==> src/rtl/i2s_pkg.sv <==
// -----------------------------------------------------------------------------
// i2s_pkg
// Shared definitions for the I2S transmit path: default sample width and
// synchroniser depth, the serialiser state encoding, and a helper that sizes
// the bit counter so it can hold the value DATA_W itself.
// -----------------------------------------------------------------------------
package i2s_pkg;

    localparam int DATA_W_DEFAULT      = 16;
    localparam int SYNC_STAGES_DEFAULT = 2;

    // IDLE : waiting for the first left-slot start after reset
    // SHIFT: driving data bits MSB-first
    // PAD  : word finished, driving zeros until the next slot edge
    typedef enum logic [1:0] {
        IDLE  = 2'd0,
        SHIFT = 2'd1,
        PAD   = 2'd2
    } state_t;

    // Bit counter width: must represent 0..data_w inclusive.
    function automatic int cnt_width(input int data_w);
        return $clog2(data_w + 1);
    endfunction

endpackage

==> src/rtl/sync_edge_detect.sv <==
// -----------------------------------------------------------------------------
// sync_edge_detect
// Brings an asynchronous level into the clk domain through a flip-flop chain
// and produces registered single-clk rise/fall strobes.
//
// Ports:
//   clk      in   system clock
//   reset    in   asynchronous active-low reset
//   async_in in   level from another clock domain
//   sync_out out  synchronised level (last chain stage)
//   rise     out  one-clk strobe, synchronised level went 0->1
//   fall     out  one-clk strobe, synchronised level went 1->0
//
// The strobes trail sync_out by one clk. A companion signal that changes on
// the same pad edge as this one therefore already shows its new value on
// sync_out when the strobe fires, even if it resolved one clk late.
// -----------------------------------------------------------------------------
module sync_edge_detect #(
    parameter int STAGES = 2
) (
    input  logic clk,
    input  logic reset,
    input  logic async_in,
    output logic sync_out,
    output logic rise,
    output logic fall
);

    logic [STAGES-1:0] chain;
    logic              prev;

    // NOTE: every register here is assigned with <= so all stages sample the
    // pre-edge values; blocking assignments would collapse the chain.
    always_ff @(posedge clk or negedge reset) begin
        if (!reset) begin
            chain <= '0;
            prev  <= 1'b0;
            rise  <= 1'b0;
            fall  <= 1'b0;
        end else begin
            chain[0] <= async_in;
            for (int i = 1; i < STAGES; i++) begin
                chain[i] <= chain[i-1];
            end
            prev <= chain[STAGES-1];
            rise <= chain[STAGES-1] & ~prev;
            fall <= ~chain[STAGES-1] & prev;
        end
    end

    assign sync_out = chain[STAGES-1];

endmodule

==> src/rtl/i2s_transmitter.sv <==
// -----------------------------------------------------------------------------
// i2s_transmitter
// Serialises stereo sample pairs onto an I2S data line. bclk and l_r_clk come
// from an external master and are oversampled in the clk domain; sdata is
// updated one clk after each synchronised bclk falling strobe, MSB first, one
// bclk after every word-select change. A one-entry holding buffer with a
// valid/ready handshake decouples the producer from slot timing.
//
// Ports:
//   clk          in   system clock, at least 8x bclk
//   reset        in   asynchronous active-low reset
//   bclk         in   external bit clock
//   l_r_clk      in   external word select, 0 = left slot, 1 = right slot
//   left_in      in   signed left sample
//   right_in     in   signed right sample
//   sample_valid in   producer offers left_in/right_in
//   sample_ready out  holding buffer empty
//   sdata        out  serial data, registered
//   underrun     out  one-clk pulse: left slot started with the buffer empty
// -----------------------------------------------------------------------------
module i2s_transmitter
    import i2s_pkg::*;
#(
    parameter int DATA_W      = DATA_W_DEFAULT,
    parameter int SYNC_STAGES = SYNC_STAGES_DEFAULT
) (
    input  logic              clk,
    input  logic              reset,
    input  logic              bclk,
    input  logic              l_r_clk,
    input  logic [DATA_W-1:0] left_in,
    input  logic [DATA_W-1:0] right_in,
    input  logic              sample_valid,
    output logic              sample_ready,
    output logic              sdata,
    output logic              underrun
);

    localparam int              CNT_W    = cnt_width(DATA_W);
    localparam logic [CNT_W-1:0] CNT_LAST = CNT_W'(DATA_W);

    // ---------------------------------------------------------------- sync
    logic bclk_sync, bclk_rise, bclk_fall;
    logic lr_sync, lr_rise, lr_fall;

    sync_edge_detect #(.STAGES(SYNC_STAGES)) u_bclk_sync (
        .clk      (clk),
        .reset    (reset),
        .async_in (bclk),
        .sync_out (bclk_sync),
        .rise     (bclk_rise),
        .fall     (bclk_fall)
    );

    sync_edge_detect #(.STAGES(SYNC_STAGES)) u_lr_sync (
        .clk      (clk),
        .reset    (reset),
        .async_in (l_r_clk),
        .sync_out (lr_sync),
        .rise     (lr_rise),
        .fall     (lr_fall)
    );

    // Only the bclk falling strobe and the l_r_clk level are needed here.
    logic unused_sync;
    assign unused_sync = &{1'b0, bclk_sync, bclk_rise, lr_rise, lr_fall};

    // ---------------------------------------------------------- registers
    state_t              state, state_nxt;
    logic [CNT_W-1:0]    cnt, cnt_nxt;
    logic [DATA_W-1:0]   shreg, shreg_nxt;
    logic [DATA_W-1:0]   hold_l, hold_l_nxt, hold_r, hold_r_nxt;
    logic [DATA_W-1:0]   active_l, active_l_nxt, active_r, active_r_nxt;
    logic                hold_full, hold_full_nxt;
    logic                lr_prev, lr_prev_nxt;
    logic                sdata_nxt, underrun_nxt, ready_nxt;

    logic accept;
    logic slot_edge;

    assign accept    = sample_valid && sample_ready;
    assign slot_edge = bclk_fall && (lr_sync != lr_prev);

    // ---------------------------------------------------- next-state logic
    // NOTE: every variable gets its hold value first, so no path through the
    // branches below leaves one unassigned and no latch is inferred.
    always_comb begin
        state_nxt     = state;
        cnt_nxt       = cnt;
        shreg_nxt     = shreg;
        hold_l_nxt    = hold_l;
        hold_r_nxt    = hold_r;
        hold_full_nxt = hold_full;
        active_l_nxt  = active_l;
        active_r_nxt  = active_r;
        lr_prev_nxt   = lr_prev;
        sdata_nxt     = sdata;
        underrun_nxt  = 1'b0;

        if (accept) begin
            hold_l_nxt    = left_in;
            hold_r_nxt    = right_in;
            hold_full_nxt = 1'b1;
        end

        if (bclk_fall) begin
            lr_prev_nxt = lr_sync;

            // Drive first: the last bit of the outgoing word leaves on the
            // same fall that starts the next slot.
            if (state == SHIFT) begin
                sdata_nxt = shreg[DATA_W-1];
                shreg_nxt = {shreg[DATA_W-2:0], 1'b0};
                cnt_nxt   = cnt + 1'b1;
                if (cnt_nxt == CNT_LAST) begin
                    state_nxt = PAD;
                end
            end else begin
                sdata_nxt = 1'b0;
            end

            // Then load, overriding the shift result on a slot edge.
            if (slot_edge) begin
                if (!lr_sync) begin
                    // hold_full implies no accept this clk (ready was low),
                    // so the transfer always takes the older pair.
                    if (hold_full) begin
                        active_l_nxt  = hold_l;
                        active_r_nxt  = hold_r;
                        hold_full_nxt = 1'b0;
                        shreg_nxt     = hold_l;
                    end else begin
                        active_l_nxt  = '0;
                        active_r_nxt  = '0;
                        underrun_nxt  = 1'b1;
                        shreg_nxt     = '0;
                    end
                    cnt_nxt   = '0;
                    state_nxt = SHIFT;
                end else if (state != IDLE) begin
                    shreg_nxt = active_r;
                    cnt_nxt   = '0;
                    state_nxt = SHIFT;
                end
            end
        end

        ready_nxt = !hold_full_nxt;
    end

    // NOTE: the sample buffers are reset along with the control state even
    // though hold_full/state gate their use; this keeps sdata deterministic
    // and avoids X propagation on the first frames after reset.
    always_ff @(posedge clk or negedge reset) begin
        if (!reset) begin
            state        <= IDLE;
            cnt          <= '0;
            shreg        <= '0;
            hold_l       <= '0;
            hold_r       <= '0;
            hold_full    <= 1'b0;
            active_l     <= '0;
            active_r     <= '0;
            lr_prev      <= 1'b0;
            sdata        <= 1'b0;
            underrun     <= 1'b0;
            sample_ready <= 1'b0;
        end else begin
            state        <= state_nxt;
            cnt          <= cnt_nxt;
            shreg        <= shreg_nxt;
            hold_l       <= hold_l_nxt;
            hold_r       <= hold_r_nxt;
            hold_full    <= hold_full_nxt;
            active_l     <= active_l_nxt;
            active_r     <= active_r_nxt;
            lr_prev      <= lr_prev_nxt;
            sdata        <= sdata_nxt;
            underrun     <= underrun_nxt;
            sample_ready <= ready_nxt;
        end
    end

endmodule

==> config.mk <==
export PLATFORM = sky130hd
export DESIGN_NAME = i2s_transmitter
export DESIGN_NICKNAME = d
export VERILOG_FILES = /design/src/rtl/i2s_pkg.sv /design/src/rtl/sync_edge_detect.sv /design/src/rtl/i2s_transmitter.sv
export SDC_FILE = /design/constraint.sdc
export NUM_CORES = 1
export LEC_CHECK = 0
export CAP_MARGIN = 20
export CORE_AREA = 2 2 93 95
export CTS_BUF_LIST = sky130_fd_sc_hd__clkbuf_16
export DETAILED_ROUTE_END_ITERATION = 6
export DIE_AREA = 0 0 95 97
export PLACE_DENSITY = 0.7
export SETUP_SLACK_MARGIN = 0.4
export SLEW_MARGIN = 20
export SYNTH_ARGS = -nofsm -noshare
export SYNTH_HDL_FRONTEND = slang
export SYNTH_HIERARCHICAL = 1
export SYNTH_SLANG_ARGS = --single-unit
==> constraint.sdc <==
create_clock -name clk -period 1.9 [get_ports clk]
set_clock_uncertainty 0.05 [all_clocks]
set_input_delay 0.19 -clock clk [delete_from_list [all_inputs] [get_ports clk]]
set_output_delay 0.19 -clock clk [all_outputs]
set_load 0.01 [all_outputs]
==> flow_summary.toml, run 1 <==
[timing]
rsz0062_at_grt = "true"
max_freq_mhz = 684.8
tns_ps = 0
max_slew_margin = 0.6818
period_needed_ps = 1460
slew_violations = 0
hold_violations = 0
setup_viol = 0
worst_slew_pin_slew_ps = 477.4
finalCritPeriodShare = 0.7685

[clock_tree]
cts-root-buf = "clkbuf_16"
h-tree-depth = 3
cts_tree = "yes"
clkTransAtPathRegs_ps = 60
cts_made_buffers = 9
clock_path_buffers = 2
worst_skew_pair.late_latency_ps = 330
cts.sinks = 82

[grt]
grt_max_degree = 47
grt_pass1_vias = 2312
antenna_found_initial = 0
grt_overflow = 0
grt.total_usage = 0.1580
grt_pass1_wl_um = 11160

[yosys]
yosysWarnings = 6
syn_inst = 283
synthesis.area_sq_mm = 0.003467
syn_area_per_cell_sq_um = 12.25
synth_nets = 321

[worst_hold_path]
hold_path_class = "primary input to register"

[routing]
drc = 0
vias = 2278
dr.first_iter.drc_count = 231
viasPerCell = 5.225
routed_wirelength_um = 6547
drtAntennaViolNets = 0
drt-pass1-iter-count = 4
wl_per_cell_um = 15.02

[floorplan]
dieArea_sq_mm = 0.009215
die_x_um = 95
rows = 33
ios = 40
initial_core_util = 0.4262
die-height_um = 97
core_area_sq_mm = 0.008134

[layout]
n_antenna_cell = 0
layout-drive-gt1-share = 0.2145
fill_cells = 677
multi_input_area_sq_mm = 0.001291
fin_nets = 364
regArea_sq_mm = 0.002054
fin_area_sq_mm = 0.004364
area_delta_synth_final_pct = 25.88

[setup_path]
setup.worst_path.start_class = "register"
end_kind = "register"
crit_required_ps = 2060
worstSetupPathType = "register to register"
crit_path_max_incr_delay_ps = 460
crit_chain = "buf_6 > nor2b_1 > buf_4 > a32oi_1 > o22ai_1"
path_delay_family = "flip-flops"
cp.arrival_ps = 1620
worstPathMaxFanout = 16
cp_num_buf_inv = 2
crit_slowest_cell = "dfrtp_2"

[status]
outcome = "completed"

[placed_design]
port_buffers = 39
dp_hpwl_um = 4373
placed_cell_area_sq_mm = 0.003966
place.gp.congestion = 0.7417

[power]
irDropWorstVdd_v = 0.0007648
net-switching-power_w = 0.001781
p_seq_frac = 0.460
p_comb_frac = 0.233
clockPowerShare = 0.307
power_density_mw_per_mm2 = 1462
p_int_w = 0.004598
leakage_nw = 1.920
switching_share = 0.2793

[flow_run]
cap_violations = 0
-- registers in the layout, summed over array words and instances (netlist names), 2 cells and up, named ones only --
signal and cells:
active_r 16, shreg 16, u_lr_sync/chain 2, u_bclk_sync/chain 2
cnt 5, hold_r 16, hold_l 16
-- power by group through the flow --
| stage | Sequential (W) | Combinational, W | Clock, W |
|---|---|---|---|
| after floorplan | 0.00280 | 0.00112 | 0 |
| final | 0.00294 | 0.00149 | 0.00196 |
| after global placement | 0.00294 | 0.00143 | 0 |
| after detailed placement | 0.00296 | 0.00148 | 0 |
| after CTS | 0.00294 | 0.00150 | 0.00199 |
| after global routing | 0.00303 | 0.00168 | 0.00207 |
-- cells in the final DEF, fill, tap and decap left out, types with 4 or more instances in the layout --
cell type,count
dfrtp_1,80
nand2_1,41
clkdlybuf4s50_1,37
mux2_2,34
o21ai_0,23
a32oi_1,16
o22ai_1,13
mux2i_1,12
clkbuf_16,9
buf_4,8
nor2b_1,5
nor2_1,4
inv_1,4
-- worst paths after layout --
path,start,to,slack (ps),cells past startpoint
max,u_lr_sync/chain[1]$_DFF_PN0_,shreg[15]$_DFFE_PN0P_,440,5
min,bclk,u_bclk_sync/chain[0]$_DFF_PN0_,250,1
max reg2reg,u_lr_sync/chain[1]$_DFF_PN0_,shreg[15]$_DFFE_PN0P_,440,5
min reg2reg,u_bclk_sync/chain[0]$_DFF_PN0_,u_bclk_sync/chain[1]$_DFF_PN0_,300,0
max in group asynchronous,reset,hold_r[12]$_DFFE_PN0P_,890,3
min in group asynchronous,reset,u_bclk_sync/prev$_DFF_PN0_,310,2
-- metal layers --
metal	vias to the layer above	part of all wire	GRT usage	routed length, um
met3	9	0.052	0.04283	338
li1	1098	-	-	-
met4	0	0.015	0.06800	99
met1	1107	0.46	0.2195	3036
met2	64	0.47	0.2324	3072
met5	-	0	0	0
-- what timing repair did --
action,CTS,global route
hold buffers,1,0
buffers inserted,0,1
hold endpoints to repair,36,0
gates resized for setup,1,9
setup endpoints to repair,3,25
pin swaps,1,0
-- final cells by class --
class | instances | area share
inverters | 4 | 0.003440
multi-input cells | 177 | 0.2959
repair buffers | 52 | 0.1216
clock buffers | 9 | 0.05161
well taps | 105 | 0.03010
flip-flops and latches | 82 | 0.4708
clock inverters | 7 | 0.02666
-- through the flow --
stage	total power, W	std cells	hold WS (ps)	util	setup slack [ps]
finish	0.006379	436	246.7	0.5365	439.8
global placement	0.004374	418	130.7	0.4876	430.6
detailed placement	0.004444	418	129.5	0.4876	389.2
floorplan	0.003921	283	-155.6	-	469.6
CTS	0.006429	435	242.0	0.5313	370.0
global route	0.006787	436	237.9	0.5365	365.4
Note: power is estimated with default switching activity, not from simulation.
==> run 2: changes to the inputs <==
PLACE_DENSITY = 0.72   (was 0.7)
clock period = 1.2 ns   (was 1.9 ns; I/O delays follow)
==> run 2 against run 1 <==
  * Cell area increased by 20%
  * Global-route usage up 2.8 points
  * The flow now finishes with violations (hold timing, setup timing)
  * First-iteration DRC count decreased by 18%
  * Die area did not move
  * Largest power group unchanged
  * Flip-flop and latch count stayed put
  * Largest cell class unchanged
  * Combinational power increased to 2.5 times the previous value
==> flow_summary.toml, run 2 (synthesis gave the netlist of run 1 again) <==
[routing]
drtAntennaViolNets = 0
routed_wirelength_um = 9012
vias = 2583
wl_per_cell_um = 19.17
dr.first_iter.drc_count = 190
drc = 0
viasPerCell = 5.496
drt-pass1-iter-count = 4

[clock_tree]
cts_tree = "yes"
cts_made_buffers = 9
clkTransAtPathRegs_ps = 60
clock_path_buffers = 2
h-tree-depth = 3
cts.sinks = 82
worst_skew_pair.late_latency_ps = 330
cts-root-buf = "clkbuf_16"

[power]
leakage_nw = 2.405
p_total_w = 0.01157
power_density_mw_per_mm2 = 2216
irDropWorstVdd_v = 0.001095

[status]
outcome = "finished, violations left"
violations = "hold timing, setup timing"

[floorplan]
ios = 40
core_area_sq_mm = 0.008134
initial_core_util = 0.4262
dieArea_sq_mm = 0.009215
rows = 33
die_x_um = 95
die-height_um = 97

[layout]
regArea_sq_mm = 0.002053
fill_cells = 534
fin_area_sq_mm = 0.005220
fin_nets = 398
multi_input_area_sq_mm = 0.001643
area_delta_synth_final_pct = 50.56
layout-drive-gt1-share = 0.3973
final_common_cell = "dfrtp_1"
n_antenna_cell = 0
layout_common_cells = "81 x dfrtp_1, 35 x clkdlybuf4s50_1, 34 x mux2_4"
fin_cells = 470

[setup_path]
end_kind = "register"
crit_chain = "buf_4 > nor2b_1 > buf_4 > a32oi_1 > o22ai_1"
crit_path_max_incr_delay_ps = 410
cp_num_buf_inv = 2
worstPathMaxFanout = 18
worstSetupPathType = "register to register"
crit_required_ps = 1350
setup.worst_path.start_class = "register"
cp.arrival_ps = 1640
path_delay_family = "buffers and inverters"
crit_top_cell = "buf_4"
crit_slowest_cell = "dfrtp_1"

[timing]
worst_slew_pin_slew_ps = 374.0
hold_slack_ps = -347.0
max_freq_mhz = 671.6
max_slew_margin = 0.7506
setup_viol = 66
rsz0062_at_grt = "true"
layout_setup_ws_ps = -289.0
period_needed_ps = 1489
slew_violations = 0
hold_violations = 70
finalCritPeriodShare = 1.241

[placed_design]
port_buffers = 39
place.gp.congestion = 0.8319
dp.cells = 434
dp_hpwl_um = 4819
placed_cell_area_sq_mm = 0.004284

[flow_run]
cap_violations = 0

[grt]
grt_overflow = 0
antenna_found_initial = 0
grt.total_usage = 0.1859
grt_pass1_vias = 2609
grt_max_degree = 27
grt_pass1_wl_um = 13100

[worst_hold_path]
hold_path_class = "primary input to async pin"
[run 2: worst paths after layout]
check	from	to	slack [ps]	depth (start not counted)
max in group asynchronous	reset	active_r[2]$_DFFE_PN0P_	920	2
worst min-delay path	reset	u_bclk_sync/prev$_DFF_PN0_	-350	1
min in group clk	l_r_clk	u_lr_sync/chain[0]$_DFF_PN0_	180	1
worst max-delay path	u_lr_sync/chain[1]$_DFF_PN0_	shreg[7]$_DFFE_PN0P_	-290	5
worst min register to register	u_bclk_sync/chain[0]$_DFF_PN0_	u_bclk_sync/chain[1]$_DFF_PN0_	300	0
worst max register to register	u_lr_sync/chain[1]$_DFF_PN0_	shreg[7]$_DFFE_PN0P_	-290	5
[run 2: metrics by stage]
| stage | utilization | TNS (ps) | setup slack, ps |
|---|---|---|---|
| 3_3_place_gp | 0.5267 | -9218 | -166.9 |
| 2_1_floorplan | - | -3587 | -162.1 |
| 3_5_place_dp | 0.5267 | -10920 | -232.3 |
| 6_report | 0.6417 | -10490 | -289.0 |
| 5_1_grt | 0.6417 | -13560 | -360.4 |
| 4_1_cts | 0.5936 | -8594 | -222.6 |
[run 2: repair_timing]
item,4_1_cts,5_1_grt
setup buffers,6,6
gates cloned,4,4
pin swaps,4,21
endpoints found under the hold margin,70,45
resized for setup,42,63
endpoints found under the setup margin,79,79
[run 2: final cells by class]
class                           instances  share of cell area
Tap cell                              105             0.02517
Clock buffer                            9             0.04314
Timing Repair Buffer                   86              0.2028
Sequential cell                        82              0.3933
Clock inverter                          7             0.01798
Inverter                                4            0.002876
Multi-Input combinational cell        177              0.3147
[run 2: per-layer routing]
layer	part of all wire	wire (um)	global-route usage	vias up
li1	-	-	-	1174
met4	0.024	214	0.07692	0
met1	0.41	3664	0.2424	1305
met5	0	0	0	-
met2	0.52	4721	0.2990	86
met3	0.046	411	0.03972	18
[run 2: power by group]
| part | switching [W] | internal, W | total, W | leakage, nW |
|---|---|---|---|---|
| logic | 0.00152 | 0.00224 | 0.00376 | 1.23 |
| clock network | 0.00110 | 0.00182 | 0.00292 | 0.153 |
| registers | 0.000955 | 0.00394 | 0.00489 | 1.02 |
